**src/rtl/sa_pkg.sv**
```systemverilog
// Shared definitions for the systolic-array instruction sequencer:
// opcodes, FSM state encoding and datapath index widths.
package sa_pkg;

    localparam int COL_W  = 8;
    localparam int OUT_AW = 7;
    // Wide enough for the longest EXEC phase: 256 + 2*(11-1) + 1 cycles.
    localparam int CNT_W  = 10;

    localparam logic [3:0] OP_NOP     = 4'd0;
    localparam logic [3:0] OP_STORE   = 4'd1;
    localparam logic [3:0] OP_COMPUTE = 4'd2;
    localparam logic [3:0] OP_CLEAR   = 4'd4;
    localparam logic [3:0] OP_HALT    = 4'd15;

    typedef enum logic [2:0] {
        ST_IDLE,
        ST_FETCH,
        ST_DECODE,
        ST_EXEC,
        ST_DONE
    } state_e;

endpackage

```
**src/rtl/sa_instr_sequencer_if.sv**
```systemverilog
// Sequencer-facing bundle: host start/done handshake, instruction fetch bus
// and the datapath control strobes.
interface sa_instr_sequencer_if #(
    parameter int IMEM_AW = 3
);
    import sa_pkg::*;

    logic               ap_start;
    logic               ap_done;
    logic               busy;
    logic [IMEM_AW-1:0] imem_addr;
    logic [3:0]         imem_data;
    logic [3:0]         curr_instr;
    logic               mem_rd_en;
    logic [COL_W-1:0]   mem_col;
    logic               pe_en;
    logic               pe_clr;
    logic               out_we;
    logic [OUT_AW-1:0]  out_addr;

    modport master (
        input  ap_start, imem_data,
        output ap_done, busy, imem_addr, curr_instr,
               mem_rd_en, mem_col, pe_en, pe_clr, out_we, out_addr
    );

    modport slave (
        output ap_start, imem_data,
        input  ap_done, busy, imem_addr, curr_instr,
               mem_rd_en, mem_col, pe_en, pe_clr, out_we, out_addr
    );

endinterface

```
**src/rtl/sa_exec_counter.sv**
```systemverilog
// Loadable down-counter timing one EXEC phase; idx counts up from 0 alongside
// and done flags the final cycle of the phase.
module sa_exec_counter
    import sa_pkg::*;
(
    input  logic             clk,
    input  logic             rst,
    input  logic             load,
    input  logic [CNT_W-1:0] load_val,
    input  logic             en,
    output logic [CNT_W-1:0] idx,
    output logic             done
);

    logic [CNT_W-1:0] cnt_q, cnt_d;
    logic [CNT_W-1:0] idx_q, idx_d;

    always_comb begin
        cnt_d = cnt_q;
        idx_d = idx_q;
        if (load) begin
            cnt_d = load_val;
            idx_d = '0;
        end else if (en && (cnt_q != '0)) begin
            cnt_d = cnt_q - CNT_W'(1);
            idx_d = idx_q + CNT_W'(1);
        end
    end

    always_ff @(posedge clk or posedge rst) begin
        if (rst) begin
            cnt_q <= '0;
            idx_q <= '0;
        end else begin
            cnt_q <= cnt_d;
            idx_q <= idx_d;
        end
    end

    assign idx  = idx_q;
    assign done = (cnt_q == '0);

endmodule

```
**src/rtl/sa_instr_sequencer.sv**
```systemverilog
// Program sequencer: fetches opcodes from instruction memory and drives the
// systolic-array datapath strobes, all of which leave this block registered.
module sa_instr_sequencer
    import sa_pkg::*;
#(
    parameter int N          = 4,
    parameter int K_LEN      = 21,
    parameter int IMEM_DEPTH = 8
) (
    input  logic                 clk,
    input  logic                 rst,
    sa_instr_sequencer_if.master bus
);

    localparam int IMEM_AW = $clog2(IMEM_DEPTH);
    localparam logic [CNT_W-1:0]   COMPUTE_LAST = CNT_W'(K_LEN + 2 * (N - 1));
    localparam logic [CNT_W-1:0]   STORE_LAST   = CNT_W'(N * N - 1);
    localparam logic [CNT_W-1:0]   K_LEN_C      = CNT_W'(K_LEN);
    localparam logic [IMEM_AW-1:0] PC_LAST      = IMEM_AW'(IMEM_DEPTH - 1);

    // Counter load value is the index of the last EXEC cycle (length - 1).
    function automatic logic [CNT_W-1:0] exec_last(input logic [3:0] op);
        case (op)
            OP_COMPUTE: exec_last = COMPUTE_LAST;
            OP_STORE:   exec_last = STORE_LAST;
            default:    exec_last = '0;
        endcase
    endfunction

    state_e              state_q, state_d;
    logic [IMEM_AW-1:0]  pc_q, pc_d;
    logic [3:0]          curr_instr_q, curr_instr_d;
    logic                pe_clr_q, pe_clr_d;
    logic                pe_en_q, pe_en_d;
    logic                mem_rd_en_q, mem_rd_en_d;
    logic [COL_W-1:0]    mem_col_q, mem_col_d;
    logic                out_we_q, out_we_d;
    logic [OUT_AW-1:0]   out_addr_q, out_addr_d;
    logic                ap_done_q, ap_done_d;
    logic                busy_q, busy_d;

    logic                cnt_load, cnt_en, cnt_done;
    logic [CNT_W-1:0]    cnt_load_val, cnt_idx;
    logic                issue;
    logic [3:0]          op_sel;
    logic [CNT_W-1:0]    t_sel;

    sa_exec_counter u_exec_counter (
        .clk      (clk),
        .rst      (rst),
        .load     (cnt_load),
        .load_val (cnt_load_val),
        .en       (cnt_en),
        .idx      (cnt_idx),
        .done     (cnt_done)
    );

    always_comb begin
        state_d      = state_q;
        pc_d         = pc_q;
        curr_instr_d = curr_instr_q;
        cnt_load     = 1'b0;
        cnt_load_val = '0;
        cnt_en       = 1'b0;
        issue        = 1'b0;
        op_sel       = OP_NOP;
        t_sel        = '0;
        pe_clr_d     = 1'b0;
        pe_en_d      = 1'b0;
        mem_rd_en_d  = 1'b0;
        mem_col_d    = '0;
        out_we_d     = 1'b0;
        out_addr_d   = '0;

        // Strobes are computed one cycle ahead for the EXEC cycle index t_sel.
        case (state_q)
            ST_IDLE: begin
                if (bus.ap_start) begin
                    state_d = ST_FETCH;
                    pc_d    = '0;
                end
            end
            ST_FETCH: state_d = ST_DECODE;
            ST_DECODE: begin
                curr_instr_d = bus.imem_data;
                cnt_load     = 1'b1;
                cnt_load_val = exec_last(bus.imem_data);
                issue        = 1'b1;
                op_sel       = bus.imem_data;
                state_d      = ST_EXEC;
            end
            ST_EXEC: begin
                if (!cnt_done) begin
                    cnt_en = 1'b1;
                    issue  = 1'b1;
                    op_sel = curr_instr_q;
                    t_sel  = cnt_idx + CNT_W'(1);
                end else if ((curr_instr_q == OP_HALT) || (pc_q == PC_LAST)) begin
                    state_d = ST_DONE;
                end else begin
                    pc_d    = pc_q + IMEM_AW'(1);
                    state_d = ST_FETCH;
                end
            end
            ST_DONE: state_d = ST_IDLE;
            default: state_d = ST_IDLE;
        endcase

        if (issue) begin
            pe_clr_d    = (op_sel == OP_CLEAR);
            pe_en_d     = (op_sel == OP_COMPUTE);
            mem_rd_en_d = (op_sel == OP_COMPUTE) && (t_sel < K_LEN_C);
            mem_col_d   = mem_rd_en_d ? COL_W'(t_sel) : '0;
            out_we_d    = (op_sel == OP_STORE);
            out_addr_d  = out_we_d ? OUT_AW'(t_sel) : '0;
        end

        busy_d    = (state_d != ST_IDLE);
        ap_done_d = (state_d == ST_DONE);
    end

    always_ff @(posedge clk or posedge rst) begin
        if (rst) begin
            state_q      <= ST_IDLE;
            pc_q         <= '0;
            curr_instr_q <= '0;
            pe_clr_q     <= 1'b0;
            pe_en_q      <= 1'b0;
            mem_rd_en_q  <= 1'b0;
            mem_col_q    <= '0;
            out_we_q     <= 1'b0;
            out_addr_q   <= '0;
            ap_done_q    <= 1'b0;
            busy_q       <= 1'b0;
        end else begin
            state_q      <= state_d;
            pc_q         <= pc_d;
            curr_instr_q <= curr_instr_d;
            pe_clr_q     <= pe_clr_d;
            pe_en_q      <= pe_en_d;
            mem_rd_en_q  <= mem_rd_en_d;
            mem_col_q    <= mem_col_d;
            out_we_q     <= out_we_d;
            out_addr_q   <= out_addr_d;
            ap_done_q    <= ap_done_d;
            busy_q       <= busy_d;
        end
    end

    assign bus.imem_addr  = pc_q;
    assign bus.curr_instr = curr_instr_q;
    assign bus.pe_clr     = pe_clr_q;
    assign bus.pe_en      = pe_en_q;
    assign bus.mem_rd_en  = mem_rd_en_q;
    assign bus.mem_col    = mem_col_q;
    assign bus.out_we     = out_we_q;
    assign bus.out_addr   = out_addr_q;
    assign bus.ap_done    = ap_done_q;
    assign bus.busy       = busy_q;

endmodule

```
**src/flat_wrapper.sv**
```systemverilog
// flat-port wrapper written by rule: the top's interface ports become plain ports
module sa_instr_sequencer_flat import sa_pkg::*;
#(
    parameter int N          = 4,
    parameter int K_LEN      = 21,
    parameter int IMEM_DEPTH = 8
)
  (clk, rst, bus_ap_start, bus_imem_data, bus_ap_done, bus_busy, bus_imem_addr, bus_curr_instr, bus_mem_rd_en, bus_mem_col, bus_pe_en, bus_pe_clr, bus_out_we, bus_out_addr);
  sa_instr_sequencer_if #(.IMEM_AW(3)) bus_i ();
  input  logic clk;
  input  logic rst;
  input wire logic [$bits(bus_i.ap_start)-1:0] bus_ap_start;
  input wire logic [$bits(bus_i.imem_data)-1:0] bus_imem_data;
  output wire logic [$bits(bus_i.ap_done)-1:0] bus_ap_done;
  output wire logic [$bits(bus_i.busy)-1:0] bus_busy;
  output wire logic [$bits(bus_i.imem_addr)-1:0] bus_imem_addr;
  output wire logic [$bits(bus_i.curr_instr)-1:0] bus_curr_instr;
  output wire logic [$bits(bus_i.mem_rd_en)-1:0] bus_mem_rd_en;
  output wire logic [$bits(bus_i.mem_col)-1:0] bus_mem_col;
  output wire logic [$bits(bus_i.pe_en)-1:0] bus_pe_en;
  output wire logic [$bits(bus_i.pe_clr)-1:0] bus_pe_clr;
  output wire logic [$bits(bus_i.out_we)-1:0] bus_out_we;
  output wire logic [$bits(bus_i.out_addr)-1:0] bus_out_addr;
  assign bus_i.ap_start = bus_ap_start;
  assign bus_i.imem_data = bus_imem_data;
  assign bus_ap_done = bus_i.ap_done;
  assign bus_busy = bus_i.busy;
  assign bus_imem_addr = bus_i.imem_addr;
  assign bus_curr_instr = bus_i.curr_instr;
  assign bus_mem_rd_en = bus_i.mem_rd_en;
  assign bus_mem_col = bus_i.mem_col;
  assign bus_pe_en = bus_i.pe_en;
  assign bus_pe_clr = bus_i.pe_clr;
  assign bus_out_we = bus_i.out_we;
  assign bus_out_addr = bus_i.out_addr;
  sa_instr_sequencer #(.N(N), .K_LEN(K_LEN), .IMEM_DEPTH(IMEM_DEPTH)) u_core (.clk(clk), .rst(rst), .bus(bus_i));
endmodule
```
**config.mk**
```make
export PLATFORM = sky130hd
export DESIGN_NAME = sa_instr_sequencer_flat
export DESIGN_NICKNAME = d
export VERILOG_FILES = /design/src/rtl/sa_pkg.sv /design/src/rtl/sa_instr_sequencer_if.sv /design/src/rtl/sa_exec_counter.sv /design/src/rtl/sa_instr_sequencer.sv /design/src/flat_wrapper.sv
export SDC_FILE = /design/constraint.sdc
export NUM_CORES = 1
export LEC_CHECK = 0
export ABC_AREA = 1
export BUFFER_PORTS_ARGS = -buffer_cell sky130_fd_sc_hd__buf_2
export CAP_MARGIN = 20
export CORE_MARGIN = 3
export CORE_UTILIZATION = 62
export CTS_CLUSTER_DIAMETER = 150
export CTS_CLUSTER_SIZE = 24
export DETAILED_ROUTE_END_ITERATION = 8
export GPL_TIMING_DRIVEN = 0
export PLACE_DENSITY = 0.94
export SKIP_CTS_REPAIR_TIMING = 1
export SYNTH_ARGS = -nofsm -noshare
export SYNTH_HDL_FRONTEND = slang
export SYNTH_HIERARCHICAL = 1
export SYNTH_SLANG_ARGS = --single-unit
```
**constraint.sdc**
```tcl
create_clock -name clk -period 4 [get_ports clk]
set_input_delay 0.6 -clock clk [delete_from_list [all_inputs] [get_ports clk]]
set_output_delay 0.6 -clock clk [all_outputs]
set_load 0.02 [all_outputs]
```
==> results.md, run 1 <==
- Outcome: finished clean
- Vias: 2621
- Routability cong.: 0.863
- Grt ovf: 0
- CTS tree: done
- Vias/cell: 5.43
- Placed cell area: 3170 um2
- Largest stage delay, worst path: 0.39 ns
- Type of origin of the critical path: flop
- Fraction of layout cells with a size suffix above 1: 20.2%
- Chip height: 74.5 um
- Starting DRT DRC Count: 237
- Number of global-route vias before repair: 2517
- CTS Sinks: 51
- Clk buf depth: 2
- Final Cell Area: 3330 um2
- Final wirelength: 6400 um
- Worst Path Required: 4.23 ns
- Final setup viols: 0
- Ant. Diodes: 0
- Final Max Tran Viols: 0
- RSZ-0062 raised after global routing: no
- Initial core utilization: 65.4%
- Slowest cell on crit path: dfrtp_1
- CP delay by family, top: simple AND/OR/NAND/NOR gates
- Cell leakage power: 1.86 nW
- CP endpoint kind: flop
- DR WL/cell: 13.3 um
- H-tree levels: 2
- Fmax: 457 MHz
- Clk_skew: 0.00882 ns
- Slew headroom: 47.3%
- Worst-skew pair later-pin latency: 0.31 ns
- Detailed Place HPWL: 4500 um
- Final count of hold timing violations: 0
- Final ANT Viol Nets: 0
- Largest net degree at the start of global routing: 32
- DRC viols: 0
- Gr usage total: 24.6%
- Antenna violations before repair: 0
- FILL cells: 314
- Kind of critical path: reg -> reg
- Die ar.: 5540 um2
- Critical Path, Cell by Cell: inv_1 -> ha_1 -> nand2_1 -> nor2_1 -> nand3_2 -> inv_1 -> nor2_4 -> buf_6 -> nand2_4 -> nand2_4 -> nor2_4 -> nand2_2 -> nor2_2 -> nand2_4 -> nor2_2
- Input/output buffers: 34
- Max cap viols: 0
- Worst VDD drop: 342 uV
- Worst slew pin tran: 0.790 ns
- Sequential-to-total area share from yosys stat: 43.9%
- Period utilization: 54.7%
- Detailed-router iteration count before antenna repair: 5
- I/O pin cnt: 35
- Total CTS buffers: 5
- CP bufs+invs: 3
- Power per cell area: 819 nW/um2
- Number of synthesized register bits: 51
- Cells after Synth: 381
- Maximum fanout along the worst path: 11
- Synth-to-layout area growth: 14.6%
- HP Class: in -> async
- CTS root buf: clkbuf_8
- YS warnings: 6
- Average size of a mapped cell: 7.63 um2
- Area of the core: 4440 um2
- Total Power: 2.73 mW
- Number of nets in the layout: 442
- Synthesized cell area: 2910 um2
- Data arrival, critical path: 2.42 ns
- Hold Slack: 0.258 ns
- Core Rows: 24
- Setup TNS: 0 ns
- First-pass GRT wire length: 10600 um
- Final min period: 2.19 ns
- Most used cell, CP: nand2_4
- Library cells used by synthesis: 34
- Clock transition at the registers of the reported paths: 0.10 ns
- Chip Width: 74.5 um
==> report_power, final <==
part / total [mW] / internal, mW / switching, mW / leakage, nW
combinational: 1.45 / 0.483 / 0.964 / 1.14
clock: 0.419 / 0.249 / 0.169 / 0.0644
sequential: 0.863 / 0.686 / 0.177 / 0.654
==> per-layer routing <==
layer	track usage, %	wire, um	vias up
li1	-	-	1283
met4	8.70	121	0
met3	4.32	297	16
met2	46.4	3390	92
met1	27.4	2590	1230
met5	0	0	-
==> synth_stat cells, drive strengths merged <==
cell type	n	share of area (%)
inv	46	6.1
nor3	3	0.86
a41oi	1	0.30
nor3b	1	0.43
clkinv	1	0.17
a21oi	5	1.1
nand3b	2	0.52
and2	1	0.22
xor2	6	1.8
conb	1	0.13
ha	5	2.2
nand2	136	20
o21ai	12	2.1
o21bai	4	1.0
clkbuf	2	0.26
nand3	29	6.1
dfrtp	51	44
or2	2	0.52
nand4	13	2.8
buf	5	1.5
nor2	55	8.3
==> cell usage in the layout (no fill, tap or decap), types with 2 or more instances in the layout <==
cell,n
nor3_2,2
o21ai_0,7
nor2_4,2
inv_1,40
conb_1,8
a21oi_1,3
o21bai_1,4
a21oi_2,2
nand3_1,24
nor2_2,8
buf_6,3
inv_2,4
nand2_4,7
nand2_1,126
buf_2,36
xor2_1,6
inv_4,2
ha_1,5
clkbuf_8,5
nand4_1,13
nand3_2,4
nor2_1,45
nand2_2,3
o21ai_1,5
bufinv_16,2
dfrtp_1,51
clkbuf_1,2
nand3b_1,2
==> per-stage QoR <==
step / cells / util, % / setup slack [ns]
final: 483 / 74.9 / 1.81
after global routing: 483 / 74.9 / 1.60
after CTS: 482 / 74.3 / 1.83
after detailed placement: 474 / 71.3 / 1.88
after global placement: 474 / 71.3 / 1.94
after floorplan: 388 / - / 2.12
==> registers in the layout (all words and copies together), names as in the netlist, 3 cells and up <==
signal                       cells
u_core/u_exec_counter/idx       10
u_core/bus.imem_addr             3
u_core/state_q                   3
u_core/u_exec_counter/cnt_q     10
u_core/bus.mem_col               8
u_core/bus.out_addr              7
u_core/bus.curr_instr            4
==> kinds of logic after synthesis <==
group           Yosys count  share of synthesized area [%]
simple gates            242                           39.4
buf+inv                  54                           8.05
flops                    51                           43.9
compound gates           22                           4.52
xor+xnor                  6                           1.81
fa+ha+maj                 5                           2.15
other cells               1                          0.129
==> worst reg2reg max path: cells and delay by family (launching register included) <==
family	cells	cell delay, ns
flops	1	0.39
buf+inv	3	0.46
fa+ha+maj	1	0.21
simple gates	11	1.06
==> final timing paths <==
kind,start,to,slack [ns],cells after the start
worst min register to register,u_core/u_exec_counter/cnt_q[6]$_DFFE_PP0P_,u_core/u_exec_counter/cnt_q[6]$_DFFE_PP0P_,0.55,2
worst min-delay path,rst,u_core/bus.mem_col[0]$_DFF_PP0_,0.26,2
min in group clk,u_core/u_exec_counter/cnt_q[6]$_DFFE_PP0P_,u_core/u_exec_counter/cnt_q[6]$_DFFE_PP0P_,0.55,2
worst max-delay path,u_core/u_exec_counter/cnt_q[0]$_DFFE_PP0P_,u_core/bus.mem_col[0]$_DFF_PP0_,1.81,15
worst max register to register,u_core/u_exec_counter/cnt_q[0]$_DFFE_PP0P_,u_core/bus.mem_col[0]$_DFF_PP0_,1.81,15
max in group asynchronous,rst,u_core/u_exec_counter/cnt_q[8]$_DFFE_PP0P_,3.07,2
==> area by class of cell <==
type                       count  area [um2]  area share, %
tap                           52        65.1           1.95
multi-input combinational    283        1420           42.7
buffer                         7        51.3           1.54
clock buffer                   5        68.8           2.07
clock inverter                 3        67.6           2.03
timing repair buffer          35         198           5.94
sequential                    51        1280           38.3
inverter                      47         183           5.48
Note: power is estimated with default switching activity, not from simulation.
==> inputs of run 2 (changes only) <==
Settings changed: ABC_AREA 1 to 0, CORE_UTILIZATION 62 to 58, PLACE_DENSITY 0.94 to 0.9.
Clock period 4 ns to 2.24 ns, I/O delays scaled along.
==> run 2 against run 1 <==
Against the previous run:
- the flow now finishes with violations (setup timing)
- routed wire length increased by 6.7%
- utilization increased by 3.7 points
- area after synthesis decreased by 5.5%
- fmax decreased by 11%
- power increased by 42%
- via count decreased by 7.8%
- first-iteration DRC count decreased by 49%
- cell count decreased by 18%
- highest routed layer unchanged
==> results.md, run 2 <==
- Outcome: finished, violations left
- Failing checks: setup timing
- Final setup viols: 29 (+29)
- Clk_skew: 0.00768 ns (-0.00114 ns)
- Most used routing layer: met2
- Synth Area in Adders: 2.28% (+0.13 points)
- Average size of a mapped cell: 10.1 um2 (+32%)
- Post-synth EDFFs: 0 (unchanged)
- Worst Path Required: 2.45 ns (-1.78 ns)
- Final wirelength: 6830 um (+6.7%)
- Period utilization: 110% (+56 points)
- GR Util met2: 37.4% (-9.1 points)
- Worst-skew pair later-pin latency: 0.32 ns (about the same)
- Post-placement cell count: 366 (-23%)
- Chip height: 74.8 um (+0.46%)
- Total Power: 3.87 mW (+42%)
- Synthesized cell area: 2750 um2 (-5.5%)
- Total CTS buffers: 5 (unchanged)
- First-pass GRT wire length: 9840 um (-7.5%)
- I/O pin cnt: 35 (unchanged)
- Core Rows: 24 (unchanged)
- Top cells by area, synth: dfrtp_1, nor2_1, a21oi_1
- Synth Area in Simple Gates: 24.7% (-15 points)
- Setup WS post-layout: -0.231 ns (-2.04 ns)
- Kind of critical path: reg -> reg
- YS warnings: 6 (unchanged)
- Maximum fanout along the worst path: 5 (-6)
- Fmax: 405 MHz (-11%)
- CP endpoint kind: flop
- Cell leakage power: 1.57 nW (-15%)
- Met1 usage: 30.6% (+3.2 points)
- Initial core utilization: 61.4% (-4.0 points)
- Final count of hold timing violations: 0 (unchanged)
- Worst VDD drop: 647 uV (+89%)
- H-tree levels: 2 (unchanged)
- Worst slew pin tran: 0.760 ns (-0.0300 ns)
- Sequential-to-total area share from yosys stat: 46.5% (+2.6 points)
- XOR/XNOR share of the synthesized area: 2.87% (+1.1 points)
- Finished Core Util: 78.6% (+3.7 points)
- Synth-to-layout area growth: 28.2%
- Synth area leader: dfrtp_1
- Reg2reg setup slack: -0.23 ns (-2.04 ns)
- Number of synthesized register bits: 51 (unchanged)
- Library cells used by synthesis: 60 (+76%)
- Main combinational cell family by area after synthesis: simple AND/OR/NAND/NOR gates
- DRC viols: 0 (unchanged)
- Type of origin of the critical path: flop
- Clk buf depth: 2 (unchanged)
- Fin cells: 395 (-18%)
- Proportion of synthesized area in mux cells: 3.97% (+4.0 points)
- Final min period: 2.47 ns (+0.282 ns)
- Die ar.: 5590 um2 (+0.92%)
- Most frequent cell after synthesis: dfrtp_1
- Setup TNS: -3.21 ns (-3.21 ns)
- Data arrival, critical path: 2.68 ns (+0.26 ns)
- RSZ-0062 raised after global routing: yes
- Place WS: -0.464 ns (-2.34 ns)
- Fraction of layout cells with a size suffix above 1: 36.4% (+16 points)
- Cells after Synth: 273 (-28%)
- Clock transition at the registers of the reported paths: 0.10 ns (about the same)
- Detailed Place HPWL: 4050 um (-10%)
- Input/output buffers: 34 (unchanged)
- Final ANT Viol Nets: 0 (unchanged)
- Number of nets in the layout: 354 (-20%)
- Commonest non-fill, non-tap cell in the layout: dfrtp_1
- Largest net degree at the start of global routing: 32 (unchanged)
- Synth Flop Type: dfrtp_1
- CTS root buf: clkbuf_8
- Detailed-router iteration count before antenna repair: 4 (-1)
- Chip Width: 74.8 um (+0.46%)
- Top-area cell type share of the netlist area: 46.5% (+2.6 points)
- Antenna violations before repair: 0 (unchanged)
- Synth async-reset ratio: 100% (unchanged)
- Post-synthesis compound-gate area fraction: 15.7% (+11 points)
- Synth top cells by count: dfrtp_1, nor2_1, a21oi_1, nand2_1, o21ai_0
- Number of global-route vias before repair: 2131 (-15%)
- Max cap viols: 0 (unchanged)
- Slew headroom: 49.3% (+2.0 points)
- Starting DRT DRC Count: 122 (-49%)
- Area of the core: 4470 um2 (+0.68%)
- Commonest non-fill, non-tap cells in the layout: dfrtp_1, buf_2, nor2_1, buf_4, nand2_1
- CTS tree: done
- DR WL/cell: 17.3 um (+30%)
- Ant. Diodes: 0 (unchanged)
- HP Class: in -> async
- Final Max Tran Viols: 0 (unchanged)
- Vias: 2416 (-7.8%)
- Vias/cell: 6.12 (+13%)
- Grt ovf: 0 (unchanged)
- GR met3 Demand/Resource: 4.14% (-0.19 points)
- CTS Sinks: 51 (unchanged)
- Gr usage total: 22.9% (-1.6 points)
- Routability cong.: 0.935 (+8.3%)
- Power per cell area: 1100 nW/um2 (+34%)
run 2: changes by cell type after synthesis, sizes merged, moves of 6 or more:
| cell | change |
|---|---|
| nand2 | -119 |
| nand3 | -18 |
| o31ai | +7 |
| nor2 | -26 |
| or3 | +7 |
| a21oi | +12 |
| nor3 | +8 |
| inv | -36 |
| nor2b | +6 |
| nand4 | -10 |
| or4 | +7 |
| xnor2 | +6 |
| mux2 | +7 |
run 2: metrics by stage:
| stage | instance area [um2] | hold slack (ns) |
|---|---|---|
| 6_report | 3520 | 0.0866 |
| 5_1_grt | 3520 | 0.112 |
| 4_1_cts | 3170 | 0.182 |
| 3_5_place_dp | 3050 | 0.529 |
| 3_3_place_gp | 3050 | 0.521 |
| 2_1_floorplan | 2820 | 0.300 |
run 2: worst paths after layout:
| path | startpoint | end | cells past startpoint |
|---|---|---|---|
| setup reg to reg | u_core/u_exec_counter/cnt_q[1]$_DFFE_PP0P_ | u_core/u_exec_counter/idx[7]$_DFFE_PP0P_ | 11 |
| hold / removal | rst | u_core/state_q[0]$_DFF_PP0_ | 2 |
| setup / recovery | u_core/u_exec_counter/cnt_q[1]$_DFFE_PP0P_ | u_core/u_exec_counter/idx[7]$_DFFE_PP0P_ | 11 |
| max in group asynchronous | rst | u_core/u_exec_counter/idx[0]$_DFFE_PP0P_ | 2 |
| hold reg to reg | u_core/bus.imem_addr[1]$_DFFE_PP0P_ | u_core/bus.imem_addr[1]$_DFFE_PP0P_ | 2 |
| min in group clk | bus_imem_data[3] | u_core/bus.curr_instr[3]$_DFFE_PP0P_ | 2 |
run 2: metal layers:
layer | wire [um] | vias up
met5 | 0 | -
met4 | 197 | 0
met3 | 390 | 23
met2 | 3470 | 100
met1 | 2770 | 1170
li1 | - | 1123
run 2: where the power goes:
group	switching, mW	leakage [nW]	internal (mW)	total, mW
combinational	0.941	0.869	0.734	1.68
clock	0.324	0.0581	0.333	0.657
sequential	0.360	0.645	1.17	1.54
run 2: logic make-up (layout without fill, tap and decap cells):
| logic type | Yosys count | in the layout |
|---|---|---|
| muxes | 10 | 10 |
| other | 1 | 8 |
| AOI/OAI and AO/OA | 59 | 59 |
| DFF | 51 | 51 |
| buffers and inverters | 21 | 83 |
| and+or+nand+nor | 117 | 118 |
| adders and majority gates | 5 | 5 |
| xor gates and xnor gates | 9 | 9 |
run 2: final cells by class:
| type | instances | area, um2 |
|---|---|---|
| multi-input combinational | 209 | 1580 |
| clock inverter | 3 | 43.8 |
| timing repair buffer | 54 | 360 |
| sequential | 51 | 1280 |
| clock buffer | 5 | 68.8 |
| buffer | 10 | 76.3 |
| tap | 52 | 65.1 |
| inverter | 11 | 48.8 |
| fill | 259 | 956 |
run 2: worst max-delay path, stage by stage, from the launching register on:
cell      delay [ns]
dfrtp_1         0.40
inv_2           0.09
ha_4            0.14
or3b_4          0.43
nor3_4          0.27
nand3b_4        0.21
clkinv_4        0.06
buf_8           0.13
nand3_2         0.07
nor2_2          0.05
and4b_1         0.21
mux2_4          0.30
==> inputs of run 3 (changes only) <==
Settings changed: SETUP_SLACK_MARGIN from default to 0.3.
==> run 3 against run 2 <==
Against the previous run:
- the flow finishes with violations (hold timing, setup timing)
- register-to-register slack worse by 0.03 ns
- global-route usage shrank 0.27 points
- worst hold slack got worse by 0.097 ns
- first-iteration DRC count increased by 50%
- cell area shrank 1.8%
- routed wire length down 3.8%
- critical path depth is the same
- critical path type unchanged
- critical endpoint unchanged
- largest power group unchanged
==> results.md, run 3 (same netlist as run 2, synthesis figures left out) <==
- Data arrival, critical path: 2.69 ns (about the same)
- Fmax: 401 MHz (-1.0%)
- Number of nets in the layout: 355 (+0.28%)
- Slew headroom: 46.7% (-2.6 points)
- Total Power: 3.75 mW (-3.1%)
- Grt ovf: 0 (unchanged)
- Type of origin of the critical path: flop
- Failing checks: hold timing, setup timing
- I/O pin cnt: 35 (unchanged)
- Largest net degree at the start of global routing: 32 (unchanged)
- Initial core utilization: 61.4% (unchanged)
- Gr usage total: 22.7% (-0.27 points)
- Number of global-route vias before repair: 2152 (+0.99%)
- Sw Share: 42.2% (+0.21 points)
- Post-placement cell count: 366 (unchanged)
- CP endpoint kind: flop
- Clock share of power: 14.6% (-2.4 points)
- Core Rows: 24 (unchanged)
- Worst-skew pair later-pin latency: 0.31 ns (about the same)
- Final Cell Area: 3450 um2 (-1.8%)
- CP bufs+invs: 3 (unchanged)
- Worst Path Required: 2.44 ns (about the same)
- Finished Core Util: 77.2% (-1.4 points)
- Commonest non-fill, non-tap cell in the layout: dfrtp_1
- Flop pwr share: 41.0% (+1.3 points)
- Final Max Tran Viols: 0 (unchanged)
- CTS Sinks: 51 (unchanged)
- Largest stage delay, worst path: 0.43 ns (about the same)
- Slowest cell on crit path: dfrtp_1
- CTS root buf: clkbuf_8
- Antenna violations before repair: 0 (unchanged)
- Total CTS buffers: 5 (unchanged)
- Die ar.: 5590 um2 (unchanged)
- Detailed Place HPWL: 4220 um (+4.3%)
- Fin cells: 396 (+0.25%)
- Ant. Diodes: 0 (unchanged)
- Worst VDD drop: 824 uV (+27%)
- Chip Width: 74.8 um (unchanged)
- Fraction of layout cells with a size suffix above 1: 34.0% (-2.4 points)
- Worst R2R End: u_core/u_exec_counter/idx[7]$_DFFE_PP0P_
- Reg2reg setup slack: -0.26 ns (-0.03 ns)
- CTS tree: done
- Int Power: 2.16 mW (-3.5%)
- Clk buf depth: 2 (unchanged)
- Period utilization: 111% (+1.1 points)
- Worst r2r src: u_core/u_exec_counter/cnt_q[0]$_DFFE_PP0P_
- Detailed-router iteration count before antenna repair: 5 (+1)
- Area of the core: 4470 um2 (unchanged)
- Clock transition at the registers of the reported paths: 0.09 ns (about the same)
- Setup WS post-layout: -0.256 ns (-0.0256 ns)
- Kind of critical path: reg -> reg
- First-pass GRT wire length: 9790 um (-0.49%)
- Commonest non-fill, non-tap cells in the layout: dfrtp_1, buf_2, nor2_1, buf_4, nand2_1
- DRC viols: 0 (unchanged)
- Reg2reg path depth: 11 (unchanged)
- Cell leakage power: 1.57 nW (+0.14%)
- Clk_skew: 0.00568 ns (-0.00200 ns)
- Final wirelength: 6570 um (-3.8%)
- CP Capture Point: u_core/u_exec_counter/idx[7]$_DFFE_PP0P_
- Starting DRT DRC Count: 183 (+50%)
- Number of cells on the critical path: 11 (unchanged)
- HP Class: in -> async
- RSZ-0062 raised after global routing: yes
- Vias/cell: 6.04 (-1.2%)
- Power per cell area: 1080 nW/um2 (-1.3%)
- Final setup viols: 34 (+17%)
- CP delay by family, top: simple AND/OR/NAND/NOR gates
- H-tree levels: 2 (unchanged)
- NetSw: 1.58 mW (-2.6%)
- Logic pwr share: 44.4% (+1.1 points)
- Final count of hold timing violations: 6 (+6)
- DR WL/cell: 16.6 um (-4.0%)
- Final ANT Viol Nets: 0 (unchanged)
- Chip height: 74.8 um (unchanged)
- Placed cell area: 3070 um2 (+0.37%)
- Maximum fanout along the worst path: 6 (+1)
- Crit. Startpoint: u_core/u_exec_counter/cnt_q[0]$_DFFE_PP0P_
- Max cap viols: 0 (unchanged)
- Hold Slack: -0.00997 ns (-0.0966 ns)
- Vias: 2393 (-0.95%)
- Critical Path, Cell by Cell: inv_2 -> ha_4 -> or3b_4 -> nor3_4 -> nand3b_4 -> clkinv_4 -> buf_8 -> nand3_2 -> nor2_2 -> and4b_1 -> mux2_4
- Routability cong.: 0.926 (-0.95%)
- Final min period: 2.50 ns (+0.0256 ns)
- Synth-to-layout area growth: 25.8%
- Outcome: finished, violations left
- Worst slew pin tran: 0.799 ns (+0.0397 ns)
- Input/output buffers: 34 (unchanged)
==> run 3: changes by cell type in the layout (fill, tap and decap cells not counted), moves of 2 or more <==
cell | previous run | this run
buf_6 | 5 | 9
nor2_2 | 5 | 2
o21ai_2 | 4 | 2
inv_6 | 0 | 2
o31ai_2 | 2 | 0
o21ai_1 | 6 | 8
nor2_1 | 23 | 27
o31ai_1 | 4 | 6
a21oi_1 | 12 | 14
==> run 3: routing by layer <==
layer  vias to the layer above  track usage (%)  share of wire (%)
li1                       1128                -                  -
met1                      1168             29.6                 43
met2                        93             39.3                 52
met3                         4             4.01                4.8
met4                         0             5.53               0.87
met5                         -                0                  0
==> run 3: per-stage QoR <==
stage | setup slack, ns | hold WS (ns) | TNS (ns)
after floorplan | -0.198 | 0.300 | -0.961
after global placement | -0.426 | 0.504 | -7.88
after detailed placement | -0.480 | 0.518 | -10.30
after CTS | -0.492 | 0.185 | -10.60
after global routing | -0.367 | 0.00112 | -9.33
final | -0.256 | -0.00997 | -5.40
==> run 3: power by group through the flow <==
stage | logic (mW) | registers [mW] | clock network [mW]
floorplan | 0.973 | 1.57 | 0
global placement | 1.32 | 1.51 | 0
detailed placement | 1.39 | 1.53 | 0
CTS | 1.40 | 1.51 | 0.564
global route | 1.81 | 1.58 | 0.593
finish | 1.66 | 1.54 | 0.547
==> run 3: area by class of cell <==
cell class	instances	area [um2]
multi-input cells	208	1510
flip-flops and latches	51	1280
fillers	278	1020
repair buffers	56	378
plain buffers	10	77.6
clock buffers	5	68.8
well taps	52	65.1
inverters	11	48.8
clock inverters	3	26.3
==> run 3: worst min path at each step <==
stage / startpoint / end / depth (start not counted)
finish: rst / u_core/bus.curr_instr[3]$_DFFE_PP0P_ / 2
global route: rst / u_core/bus.imem_addr[2]$_DFFE_PP0P_ / 2
floorplan: rst / u_core/u_exec_counter/cnt_q[0]$_DFFE_PP0P_ / 1
global placement: u_core/bus.imem_addr[1]$_DFFE_PP0P_ / u_core/bus.imem_addr[1]$_DFFE_PP0P_ / 2
CTS: rst / u_core/u_exec_counter/cnt_q[1]$_DFFE_PP0P_ / 2
detailed placement: u_core/bus.imem_addr[2]$_DFFE_PP0P_ / u_core/bus.imem_addr[2]$_DFFE_PP0P_ / 2
